## src/rtl/ir_uart_loader_if.sv

```systemverilog
// Instruction-RAM write port driven by the serial program loader.
interface ir_uart_loader_if #(
   parameter int ADDR_W = 12
) ();
   logic [15:0]       m_data;
   logic [ADDR_W-1:0] m_addr;
   logic              m_wren;

   modport master (output m_data, output m_addr, output m_wren);
   modport slave  (input  m_data, input  m_addr, input  m_wren);
endinterface

```

## src/rtl/ir_uart_loader.sv

```systemverilog
// Serial program loader: 8N1 UART receiver feeding a framed image into instruction RAM.
// Optional trailing XOR checksum byte and chk_err port when LOADER_CHECKSUM_EN is defined.
module ir_uart_loader #(
   parameter int CLKS_PER_BIT = 521,
   parameter int ADDR_W       = 12
) (
   input  logic             clock,
   input  logic             n_reset,
   input  logic             rxd,
   ir_uart_loader_if.master ram,
   output logic             loading,
   output logic             done,
   output logic             frame_err,
   output logic             len_err,
   output logic [ADDR_W:0]  words
`ifdef LOADER_CHECKSUM_EN
   ,
   output logic             chk_err
`endif
);

   localparam int CNT_W = $clog2(CLKS_PER_BIT + 1);
   localparam logic [CNT_W-1:0]  BIT_LAST  = CNT_W'(CLKS_PER_BIT - 1);
   localparam logic [CNT_W-1:0]  HALF_LAST = CNT_W'(CLKS_PER_BIT / 2 - 1);
   localparam logic [CNT_W-1:0]  CNT_ONE   = CNT_W'(1);
   localparam logic [16:0]       MAX_WORDS = 17'd1 << ADDR_W;
   localparam logic [ADDR_W-1:0] ADDR_ONE  = ADDR_W'(1);
   localparam logic [ADDR_W:0]   WORD_ONE  = (ADDR_W + 1)'(1);

   typedef enum logic [1:0] {RX_IDLE, RX_START, RX_DATA, RX_STOP} rx_state_t;
   typedef enum logic [3:0] {
      LD_WAIT_HDR, LD_LEN_HI, LD_LEN_LO, LD_DATA_HI, LD_DATA_LO,
      LD_WRITE, LD_CHK, LD_FIN
   } ld_state_t;

   logic              rx_meta_r, rx_sync_r, rx_prev_r;
   rx_state_t         rx_state_r;
   logic [CNT_W-1:0]  cnt_r;
   logic [2:0]        bit_idx_r;
   logic [7:0]        shift_r, rx_byte_r;
   logic              byte_valid_r, frame_evt_r, stop_wait_r;

   ld_state_t         ld_state_r;
   logic [7:0]        len_hi_r;
   logic [ADDR_W:0]   len_r, words_r;
   logic [ADDR_W-1:0] m_addr_r;
   logic [15:0]       m_data_r;
   logic              m_wren_r, loading_r, done_r, frame_err_r, len_err_r;
   logic [15:0]       len_s;
`ifdef LOADER_CHECKSUM_EN
   logic [7:0]        chk_r;
   logic              chk_err_r;
`endif

   assign len_s      = {len_hi_r, rx_byte_r};
   assign ram.m_data = m_data_r;
   assign ram.m_addr = m_addr_r;
   assign ram.m_wren = m_wren_r;
   assign loading    = loading_r;
   assign done       = done_r;
   assign frame_err  = frame_err_r;
   assign len_err    = len_err_r;
   assign words      = words_r;
`ifdef LOADER_CHECKSUM_EN
   assign chk_err    = chk_err_r;
`endif

   // Synchronizer plus RX bit-timing FSM producing byte_valid / frame-error events.
   always_ff @(posedge clock) begin
      if (!n_reset) begin
         rx_meta_r    <= 1'b1;
         rx_sync_r    <= 1'b1;
         rx_prev_r    <= 1'b1;
         rx_state_r   <= RX_IDLE;
         cnt_r        <= '0;
         bit_idx_r    <= 3'd0;
         shift_r      <= 8'h00;
         rx_byte_r    <= 8'h00;
         byte_valid_r <= 1'b0;
         frame_evt_r  <= 1'b0;
         stop_wait_r  <= 1'b0;
      end else begin
         rx_meta_r    <= rxd;
         rx_sync_r    <= rx_meta_r;
         rx_prev_r    <= rx_sync_r;
         byte_valid_r <= 1'b0;
         frame_evt_r  <= 1'b0;
         case (rx_state_r)
            RX_IDLE: begin
               cnt_r <= '0;
               if (rx_prev_r && !rx_sync_r) begin
                  rx_state_r <= RX_START;
               end
            end
            RX_START: begin
               if (cnt_r == HALF_LAST) begin
                  cnt_r     <= '0;
                  bit_idx_r <= 3'd0;
                  rx_state_r <= rx_sync_r ? RX_IDLE : RX_DATA;
               end else begin
                  cnt_r <= cnt_r + CNT_ONE;
               end
            end
            RX_DATA: begin
               if (cnt_r == BIT_LAST) begin
                  cnt_r     <= '0;
                  shift_r   <= {rx_sync_r, shift_r[7:1]};
                  bit_idx_r <= bit_idx_r + 3'd1;
                  if (bit_idx_r == 3'd7) begin
                     rx_state_r <= RX_STOP;
                  end
               end else begin
                  cnt_r <= cnt_r + CNT_ONE;
               end
            end
            RX_STOP: begin
               // After a bad stop bit, hold here until the line returns high.
               if (stop_wait_r) begin
                  if (rx_sync_r) begin
                     stop_wait_r <= 1'b0;
                     rx_state_r  <= RX_IDLE;
                  end
               end else if (cnt_r == BIT_LAST) begin
                  cnt_r <= '0;
                  if (rx_sync_r) begin
                     byte_valid_r <= 1'b1;
                     rx_byte_r    <= shift_r;
                     rx_state_r   <= RX_IDLE;
                  end else begin
                     frame_evt_r <= 1'b1;
                     stop_wait_r <= 1'b1;
                  end
               end else begin
                  cnt_r <= cnt_r + CNT_ONE;
               end
            end
            default: rx_state_r <= RX_IDLE;
         endcase
      end
   end

   // Loader FSM: header, big-endian length, word assembly and RAM writes.
   always_ff @(posedge clock) begin
      if (!n_reset) begin
         ld_state_r  <= LD_WAIT_HDR;
         len_hi_r    <= 8'h00;
         len_r       <= '0;
         words_r     <= '0;
         m_addr_r    <= '0;
         m_data_r    <= 16'h0000;
         m_wren_r    <= 1'b0;
         loading_r   <= 1'b0;
         done_r      <= 1'b0;
         frame_err_r <= 1'b0;
         len_err_r   <= 1'b0;
`ifdef LOADER_CHECKSUM_EN
         chk_r       <= 8'h00;
         chk_err_r   <= 1'b0;
`endif
      end else begin
         m_wren_r <= 1'b0;
         if (frame_evt_r && loading_r && ld_state_r != LD_WRITE) begin
            frame_err_r <= 1'b1;
            loading_r   <= 1'b0;
            ld_state_r  <= LD_WAIT_HDR;
         end else begin
            case (ld_state_r)
               LD_WAIT_HDR: begin
                  if (byte_valid_r && rx_byte_r == 8'hA5) begin
                     done_r      <= 1'b0;
                     frame_err_r <= 1'b0;
                     len_err_r   <= 1'b0;
                     words_r     <= '0;
                     m_addr_r    <= '0;
                     loading_r   <= 1'b1;
`ifdef LOADER_CHECKSUM_EN
                     chk_r       <= 8'h00;
                     chk_err_r   <= 1'b0;
`endif
                     ld_state_r  <= LD_LEN_HI;
                  end
               end
               LD_LEN_HI: begin
                  if (byte_valid_r) begin
                     len_hi_r   <= rx_byte_r;
                     ld_state_r <= LD_LEN_LO;
                  end
               end
               LD_LEN_LO: begin
                  if (byte_valid_r) begin
                     if (len_s == 16'd0) begin
`ifdef LOADER_CHECKSUM_EN
                        ld_state_r <= LD_CHK;
`else
                        done_r     <= 1'b1;
                        loading_r  <= 1'b0;
                        ld_state_r <= LD_FIN;
`endif
                     end else if ({1'b0, len_s} > MAX_WORDS) begin
                        len_err_r  <= 1'b1;
                        loading_r  <= 1'b0;
                        ld_state_r <= LD_WAIT_HDR;
                     end else begin
                        len_r      <= len_s[ADDR_W:0];
                        ld_state_r <= LD_DATA_HI;
                     end
                  end
               end
               LD_DATA_HI: begin
                  if (byte_valid_r) begin
                     m_data_r[15:8] <= rx_byte_r;
`ifdef LOADER_CHECKSUM_EN
                     chk_r          <= chk_r ^ rx_byte_r;
`endif
                     ld_state_r     <= LD_DATA_LO;
                  end
               end
               LD_DATA_LO: begin
                  if (byte_valid_r) begin
                     m_data_r[7:0] <= rx_byte_r;
`ifdef LOADER_CHECKSUM_EN
                     chk_r         <= chk_r ^ rx_byte_r;
`endif
                     m_wren_r      <= 1'b1;
                     ld_state_r    <= LD_WRITE;
                  end
               end
               LD_WRITE: begin
                  // m_wren is high this cycle; address advances afterwards and may wrap on the last word.
                  m_addr_r <= m_addr_r + ADDR_ONE;
                  words_r  <= words_r + WORD_ONE;
                  if (words_r + WORD_ONE == len_r) begin
`ifdef LOADER_CHECKSUM_EN
                     ld_state_r <= LD_CHK;
`else
                     done_r     <= 1'b1;
                     loading_r  <= 1'b0;
                     ld_state_r <= LD_FIN;
`endif
                  end else begin
                     ld_state_r <= LD_DATA_HI;
                  end
               end
               LD_CHK: begin
`ifdef LOADER_CHECKSUM_EN
                  if (byte_valid_r) begin
                     if (rx_byte_r == chk_r) begin
                        done_r    <= 1'b1;
                     end else begin
                        chk_err_r <= 1'b1;
                     end
                     loading_r  <= 1'b0;
                     ld_state_r <= LD_FIN;
                  end
`else
                  ld_state_r <= LD_WAIT_HDR;
`endif
               end
               LD_FIN:  ld_state_r <= LD_WAIT_HDR;
               default: ld_state_r <= LD_WAIT_HDR;
            endcase
         end
      end
   end

endmodule

```

## src/flat_wrapper.sv

```systemverilog
// flat-port wrapper written by rule: the top's interface ports become plain ports
module ir_uart_loader_flat 
#(
   parameter int CLKS_PER_BIT = 521,
   parameter int ADDR_W       = 12
)
  (clock, n_reset, rxd, loading, done, frame_err, len_err, words, ram_m_data, ram_m_addr, ram_m_wren);
  ir_uart_loader_if #(.ADDR_W(ADDR_W)) ram_i ();
  input  logic clock;
  input  logic n_reset;
  input  logic rxd;
  output logic loading;
  output logic done;
  output logic frame_err;
  output logic len_err;
  output logic [ADDR_W:0] words;
  output wire logic [$bits(ram_i.m_data)-1:0] ram_m_data;
  output wire logic [$bits(ram_i.m_addr)-1:0] ram_m_addr;
  output wire logic [$bits(ram_i.m_wren)-1:0] ram_m_wren;
  assign ram_m_data = ram_i.m_data;
  assign ram_m_addr = ram_i.m_addr;
  assign ram_m_wren = ram_i.m_wren;
  ir_uart_loader #(.CLKS_PER_BIT(CLKS_PER_BIT), .ADDR_W(ADDR_W)) u_core (.clock(clock), .n_reset(n_reset), .rxd(rxd), .ram(ram_i), .loading(loading), .done(done), .frame_err(frame_err), .len_err(len_err), .words(words));
endmodule
```

## config.mk

```make
export PLATFORM = sky130hd
export DESIGN_NAME = ir_uart_loader_flat
export DESIGN_NICKNAME = d
export VERILOG_FILES = /design/src/rtl/ir_uart_loader_if.sv /design/src/rtl/ir_uart_loader.sv /design/src/flat_wrapper.sv
export SDC_FILE = /design/constraint.sdc
export NUM_CORES = 1
export LEC_CHECK = 0
export BUFFER_PORTS_ARGS = -buffer_cell sky130_fd_sc_hd__buf_2
export CORE_MARGIN = 5
export CORE_UTILIZATION = 59
export CTS_BUF_LIST = sky130_fd_sc_hd__clkbuf_16
export DETAILED_ROUTE_END_ITERATION = 10
export GPL_ROUTABILITY_DRIVEN = 1
export PLACE_DENSITY = 0.8
export SETUP_SLACK_MARGIN = 0.3
export SYNTH_ARGS = -nofsm -noshare
export SYNTH_HDL_FRONTEND = slang
export SYNTH_SLANG_ARGS = --single-unit
```

## constraint.sdc

```tcl
create_clock -name clock -period 2.31 [get_ports clock]
set_clock_uncertainty 0.1 [all_clocks]
set_input_delay 0.462 -clock clock [delete_from_list [all_inputs] [get_ports clock]]
set_output_delay 0.462 -clock clock [all_outputs]
set_load 0.01 [all_outputs]
```

; Yosys cells after proc, flatten, opt, wreduce, memory -nomap -nowiden
; Cells that the tools add are included.
[totals]
regBits = 108
in_bits = 3
[classes]
add_sub_neg = 4
order_cmp = 1
n_eq_ne = 30
mux = 51
n_bitwise = 8
reduce_logical = 32
[ops]
columns = cell, n
row1 = one-hot mux 10 bit (4 select lines), 1
row2 = two-way mux 10 bit, 3
row3 = one-hot mux 13 bit (2 select lines), 1
row4 = two-way mux 4 bit, 6
row5 = != test 2 x 1 -> 1 bit (second input constant), 12
row6 = one-hot mux 12 bit (2 select lines), 1
row7 = one-hot mux 4 bit (6 select lines), 1
row8 = AND reduction 5 bit, 4
row9 = two-way mux 1 bit, 19
row10 = two-way mux 2 bit, 9
row11 = > comparator 16 x 13 -> 1 bit (second input constant), 1
row12 = zero test 16 bit, 1
row13 = AND reduction 3 bit, 5
row14 = adder 13 x 1 -> 13 bit (second input constant), 1
row15 = == test 13 bit, 1
row16 = two-way mux 13 bit, 1
row17 = adder 12 x 1 -> 12 bit (second input constant), 1
row18 = two-way mux 12 bit, 1
row19 = AND reduction 6 bit, 2
row20 = adder 10 x 1 -> 10 bit (second input constant), 1
row21 = == test 10 bit (second input constant), 1
row22 = == test 10 x 9 -> 1 bit (second input constant), 1
row23 = nonzero test 2 bit, 5
row24 = two-way mux 3 bit, 3
row25 = 26 further kinds, 44

; Longest topological paths before layout
[logic_depth]
word_depth = 5
depth_mapped = 10
ltp_nobuf = 8

; Least setup slack after synthesis
; Ideal clock, no wire load.
[synth_timing]
kind = register to register
startpoint = register u_core.words_r[0] (netlist: u_core.words[0])
endpoint = register u_core.done_r (netlist: u_core.done)
setup_ns = 0.060
arrival_time_ns = 2.034
slack_ns = 0.115
stages_incl_launch_ff = 9
n_path_buf = 0
period_less_slack_ns = 2.195
cell_sequence = dfxtp_1 -> ha_1 -> nand3_1 -> nor4_4 -> o2111ai_1 -> a31oi_1 -> nand4_1 -> o21ai_0 -> a32o_1
[synth_between]
elab_chain_cells = 4
[synth_lines]
columns = element, line
row1 = start: declaration, ir_uart_loader.sv:45  ; logic [ADDR_W:0] len_r, words_r;
row2 = start signal: assignment, ir_uart_loader.sv:231  ; words_r <= words_r + WORD_ONE;
row3 = adder 13 x 1 -> 13 bit, ir_uart_loader.sv:232  ; if (words_r + WORD_ONE == len_r) begin
row4 = == test 13 bit, ir_uart_loader.sv:232
row5 = != test 2 x 1 -> 1 bit (no line), -
row6 = AND reduction 6 bit (no line), -
row7 = end signal: assignment, ir_uart_loader.sv:170  ; done_r <= 1'b0;
row8 = end signal: assignment, ir_uart_loader.sv:195  ; done_r <= 1'b1;
row9 = end signal: assignment, ir_uart_loader.sv:236  ; done_r <= 1'b1;
row10 = end: declaration, ir_uart_loader.sv:48  ; logic m_wren_r, loading_r, done_r, frame_err_r, len_err_r;
; No other way between the ends.
; A chain may end at the register's enable or synchronous reset.

; Worst setup path after layout
[layout_timing]
startpoint = register u_core.cnt_r[4]
endpoint = register u_core.rx_byte_r[6]
[layout_between]
elab_chain_cells = 2
[layout_lines]
columns = element, line
row1 = start: declaration, ir_uart_loader.sv:38  ; logic [CNT_W-1:0] cnt_r;
row2 = start signal: assignment, ir_uart_loader.sv:101  ; cnt_r <= cnt_r + CNT_ONE;
row3 = start signal: assignment, ir_uart_loader.sv:113  ; cnt_r <= cnt_r + CNT_ONE;
row4 = start signal: assignment, ir_uart_loader.sv:134  ; cnt_r <= cnt_r + CNT_ONE;
row5 = == test 10 bit, ir_uart_loader.sv:123  ; end else if (cnt_r == BIT_LAST) begin
row6 = AND reduction 4 bit (no line), -
row7 = end signal: assignment, ir_uart_loader.sv:127  ; rx_byte_r <= shift_r;
row8 = end: declaration, ir_uart_loader.sv:40  ; logic [7:0] shift_r, rx_byte_r;
; No other way between the ends.

==> results.py <==
metrics = {
    "status": {
        "outcome": "finished, final reports clean",
    },
    "pwr": {
        "power.total_mw": 3.47,
        "pwr-share-seq": 0.532,
        "p_comb_frac": 0.015,
        "p_sw_mw": 0.831,
        "clockPowerShare": 0.452,
        "p_sw_frac": 0.240,
        "p_int_mw": 2.64,
        "peakVddDrop_mv": 0.427,
        "power_density_mw_per_mm2": 563,
        "p_leak_nw": 2.59,
    },
    "logic_synthesis": {
        "yosysUniqueCellTypes": 59,
        "yosysWarnings": 0,
        "async_reset_ff_frac": 0,
        "synth_edf_count": 0,
        "synth_area_leaders": "dfxtp_1 43%, mux2i_1 11%, nor2_1 8.4%",
        "ys_seq_elements": 107,
        "syn_area_mm2": 0.00499,
        "postSynthCellCount": 570,
        "synth_fp_nets": 579,
        "syn_area_per_cell_um2": 8.75,
        "synthFlopType": "dfxtp_1",
        "synth_top_area_frac": 0.429,
        "ys_seq_area_frac": 0.429,
        "yosysTopAreaCell": "dfxtp_1",
    },
    "route": {
        "drc": 0,
        "wl_um": 12500,
        "wl_per_cell_um": 16.5,
        "vias": 4426,
        "drt_iter0_markers": 299,
        "antenna_left": 0,
        "firstDrtPassIters": 6,
        "viasPerCell": 5.85,
    },
    "timing": {
        "setup_slack_ns": 0.169,
        "slew-limit-headroom": 0.664,
        "hold_viol_final": 0,
        "setup-tns-final_ns": 0,
        "setup_viol_count_final": 0,
        "rsz0062_at_grt": "yes",
        "fin_hold_ws_ns": 0.221,
        "period_needed_ns": 2.14,
        "fin_crit_sh": 0.927,
        "tightest_slew_ns": 0.503,
        "fmax_mhz": 467,
        "slew_viol_final": 0,
    },
    "global_route": {
        "overflow": 0,
        "grt.busiest_layer": "met2",
        "met3_usage": 0.0314,
        "grt_use_total": 0.239,
        "grt_pass1_wl_um": 20000,
        "grt_pass1_vias": 4189,
        "antenna_found_initial": 0,
        "globalRouteMet2Util": 0.419,
        "grt_max_degree": 48,
        "globalRouteMet1Util": 0.301,
    },
    "worst_setup_path": {
        "path_max_fanout": 5,
        "end_kind": "register",
        "r2r_start": "u_core.cnt_r[4]",
        "worst-endpoint-arrival_ns": 2.26,
        "critPathLaunch": "u_core.cnt_r[4]",
        "path_class": "reg -> reg",
        "critPathLaunchType": "register",
        "critPathRequiredTime_ns": 2.43,
    },
    "place": {
        "placed_cells": 717,
        "place.gp.congestion": 0.968,
        "numPortBuffers": 48,
        "dp_hpwl_um": 7990,
        "pre_cts_slack_ns": 0.0826,
    },
    "die": {
        "ios": 49,
        "die_width_um": 102,
        "num_rows": 33,
        "coreArea_mm2": 0.00822,
        "die_area_mm2": 0.0104,
        "start_util": 0.607,
        "die_h_um": 102,
    },
    "clocking": {
        "cts-htree-levels": 3,
        "cts_root_buf": "clkbuf_16",
        "clk_path_buf_depth": 2,
        "cts_tree": "built",
        "clk-insertion-delay-late_ns": 0.35,
        "cts_inserted_buffers": 9,
        "numClockSinks": 107,
        "cts_hold_buf": 0,
        "path_clk_slew_ns": 0.08,
    },
    "layout": {
        "fin_cells": 756,
        "layout_common_cells": "110 x nor2_1, 93 x dfxtp_1, 48 x mux2i_1, 48 x buf_2, 42 x nand2_1",
        "regArea_mm2": 0.00217,
        "final_common_cell": "nor2_1",
        "n_antenna_cell": 0,
        "layout-drive-gt1-share": 0.272,
        "final_nets": 655,
        "fillers": 589,
        "multi_input_area_mm2": 0.00285,
        "area_growth_syn_to_layout_pct": 23.4,
    },
    "worst_hold_path": {
        "min_path_type": "in -> reg",
        "min_from": "rxd",
    },
    "job": {
        "drv_cap": 0,
    },
}
==> power by group through the flow <==
| stage | Clock (mW) | Sequential (mW) | Combinational, mW |
|---|---|---|---|
| 2_1_floorplan | 0 | 1.89 | 0.0366 |
| 3_3_place_gp | 0 | 1.90 | 0.0475 |
| 3_5_place_dp | 0 | 1.90 | 0.0479 |
| 4_1_cts | 1.58 | 1.85 | 0.0499 |
| 5_1_grt | 1.67 | 1.85 | 0.0597 |
| 6_report | 1.57 | 1.85 | 0.0535 |
==> per-layer routing <==
| layer | up-vias | share of wire | wire (µm) |
|---|---|---|---|
| met5 | - | 0 | 0 |
| li1 | 2149 | - | - |
| met4 | 0 | 0.017 | 218 |
| met2 | 132 | 0.51 | 6390 |
| met1 | 2125 | 0.42 | 5210 |
| met3 | 20 | 0.053 | 658 |
==> timing repair <==
item,4_1_cts,5_1_grt
gates resized for setup,28,39
buffers inserted,15,7
setup endpoints to repair,47,79
gates cloned,1,0
pin swaps,10,20
==> flip-flops by register name, summed over array words and instances (netlist names), 8 cells and up, named ones only <==
register and count:
u_core.words 13, u_core.ram.m_addr 12, u_core.ram.m_data 16, u_core.rx_byte_r 8
u_core.shift_r 8, u_core.len_hi_r 8, u_core.len_r 13, u_core.cnt_r 10
==> critical path: stages, from the launching register on <==
cell	delay (ns)
dfxtp_2	0.33
nor3_2	0.18
nand2_1	0.09
or4b_4	0.59
nor2_4	0.12
nand3b_1	0.14
buf_6	0.19
mux2i_2	0.20
nor2_1	0.07
==> cell families (layout without fill, tap and decap cells) <==
logic type / count (synthesis) / in the layout / share of synthesized area
fa+ha+maj: 6 / 6 / 0.0150
simple gates: 247 / 247 / 0.247
compound gates: 86 / 86 / 0.106
mux: 58 / 58 / 0.117
flops: 107 / 107 / 0.429
buf+inv: 40 / 121 / 0.0404
xor+xnor: 26 / 26 / 0.0456
==> cell type report <==
cell class / instances / area share
Sequential cell: 107 / 0.353
Inverter: 10 / 0.00610
Timing Repair Buffer: 95 / 0.105
Multi-Input combinational cell: 423 / 0.463
Clock buffer: 9 / 0.0366
Clock inverter: 7 / 0.0152
Tap cell: 105 / 0.0213
==> final timing paths <==
path / end / slack, ns / cells past startpoint
max: u_core.rx_byte_r[6] / 0.17 / 8
min: u_core.rx_meta_r / 0.22 / 2
max reg2reg: u_core.rx_byte_r[6] / 0.17 / 8
min reg2reg: u_core.rx_sync_r / 0.31 / 1
==> cells in the mapped netlist, drive strengths merged, types with 6 or more instances <==
library cell / count
buf: 14
and3: 8
a22oi: 7
mux2i: 57
nand4: 13
nor3: 13
dfxtp: 107
nor2: 114
a31oi: 7
xor2: 14
nand3: 19
ha: 6
clkbuf: 16
xnor2: 12
a21oi: 26
nand2: 44
inv: 10
nor4: 7
o21ai: 27
or3: 7
==> per-stage QoR <==
step                      instance area, µm²   util
after floorplan                         5010      -
after global placement                  5420  0.660
after detailed placement                5420  0.660
after CTS                               5950  0.725
after global routing                    6160  0.749
final                                   6160  0.749
Note: power is estimated with default switching activity, not from simulation.
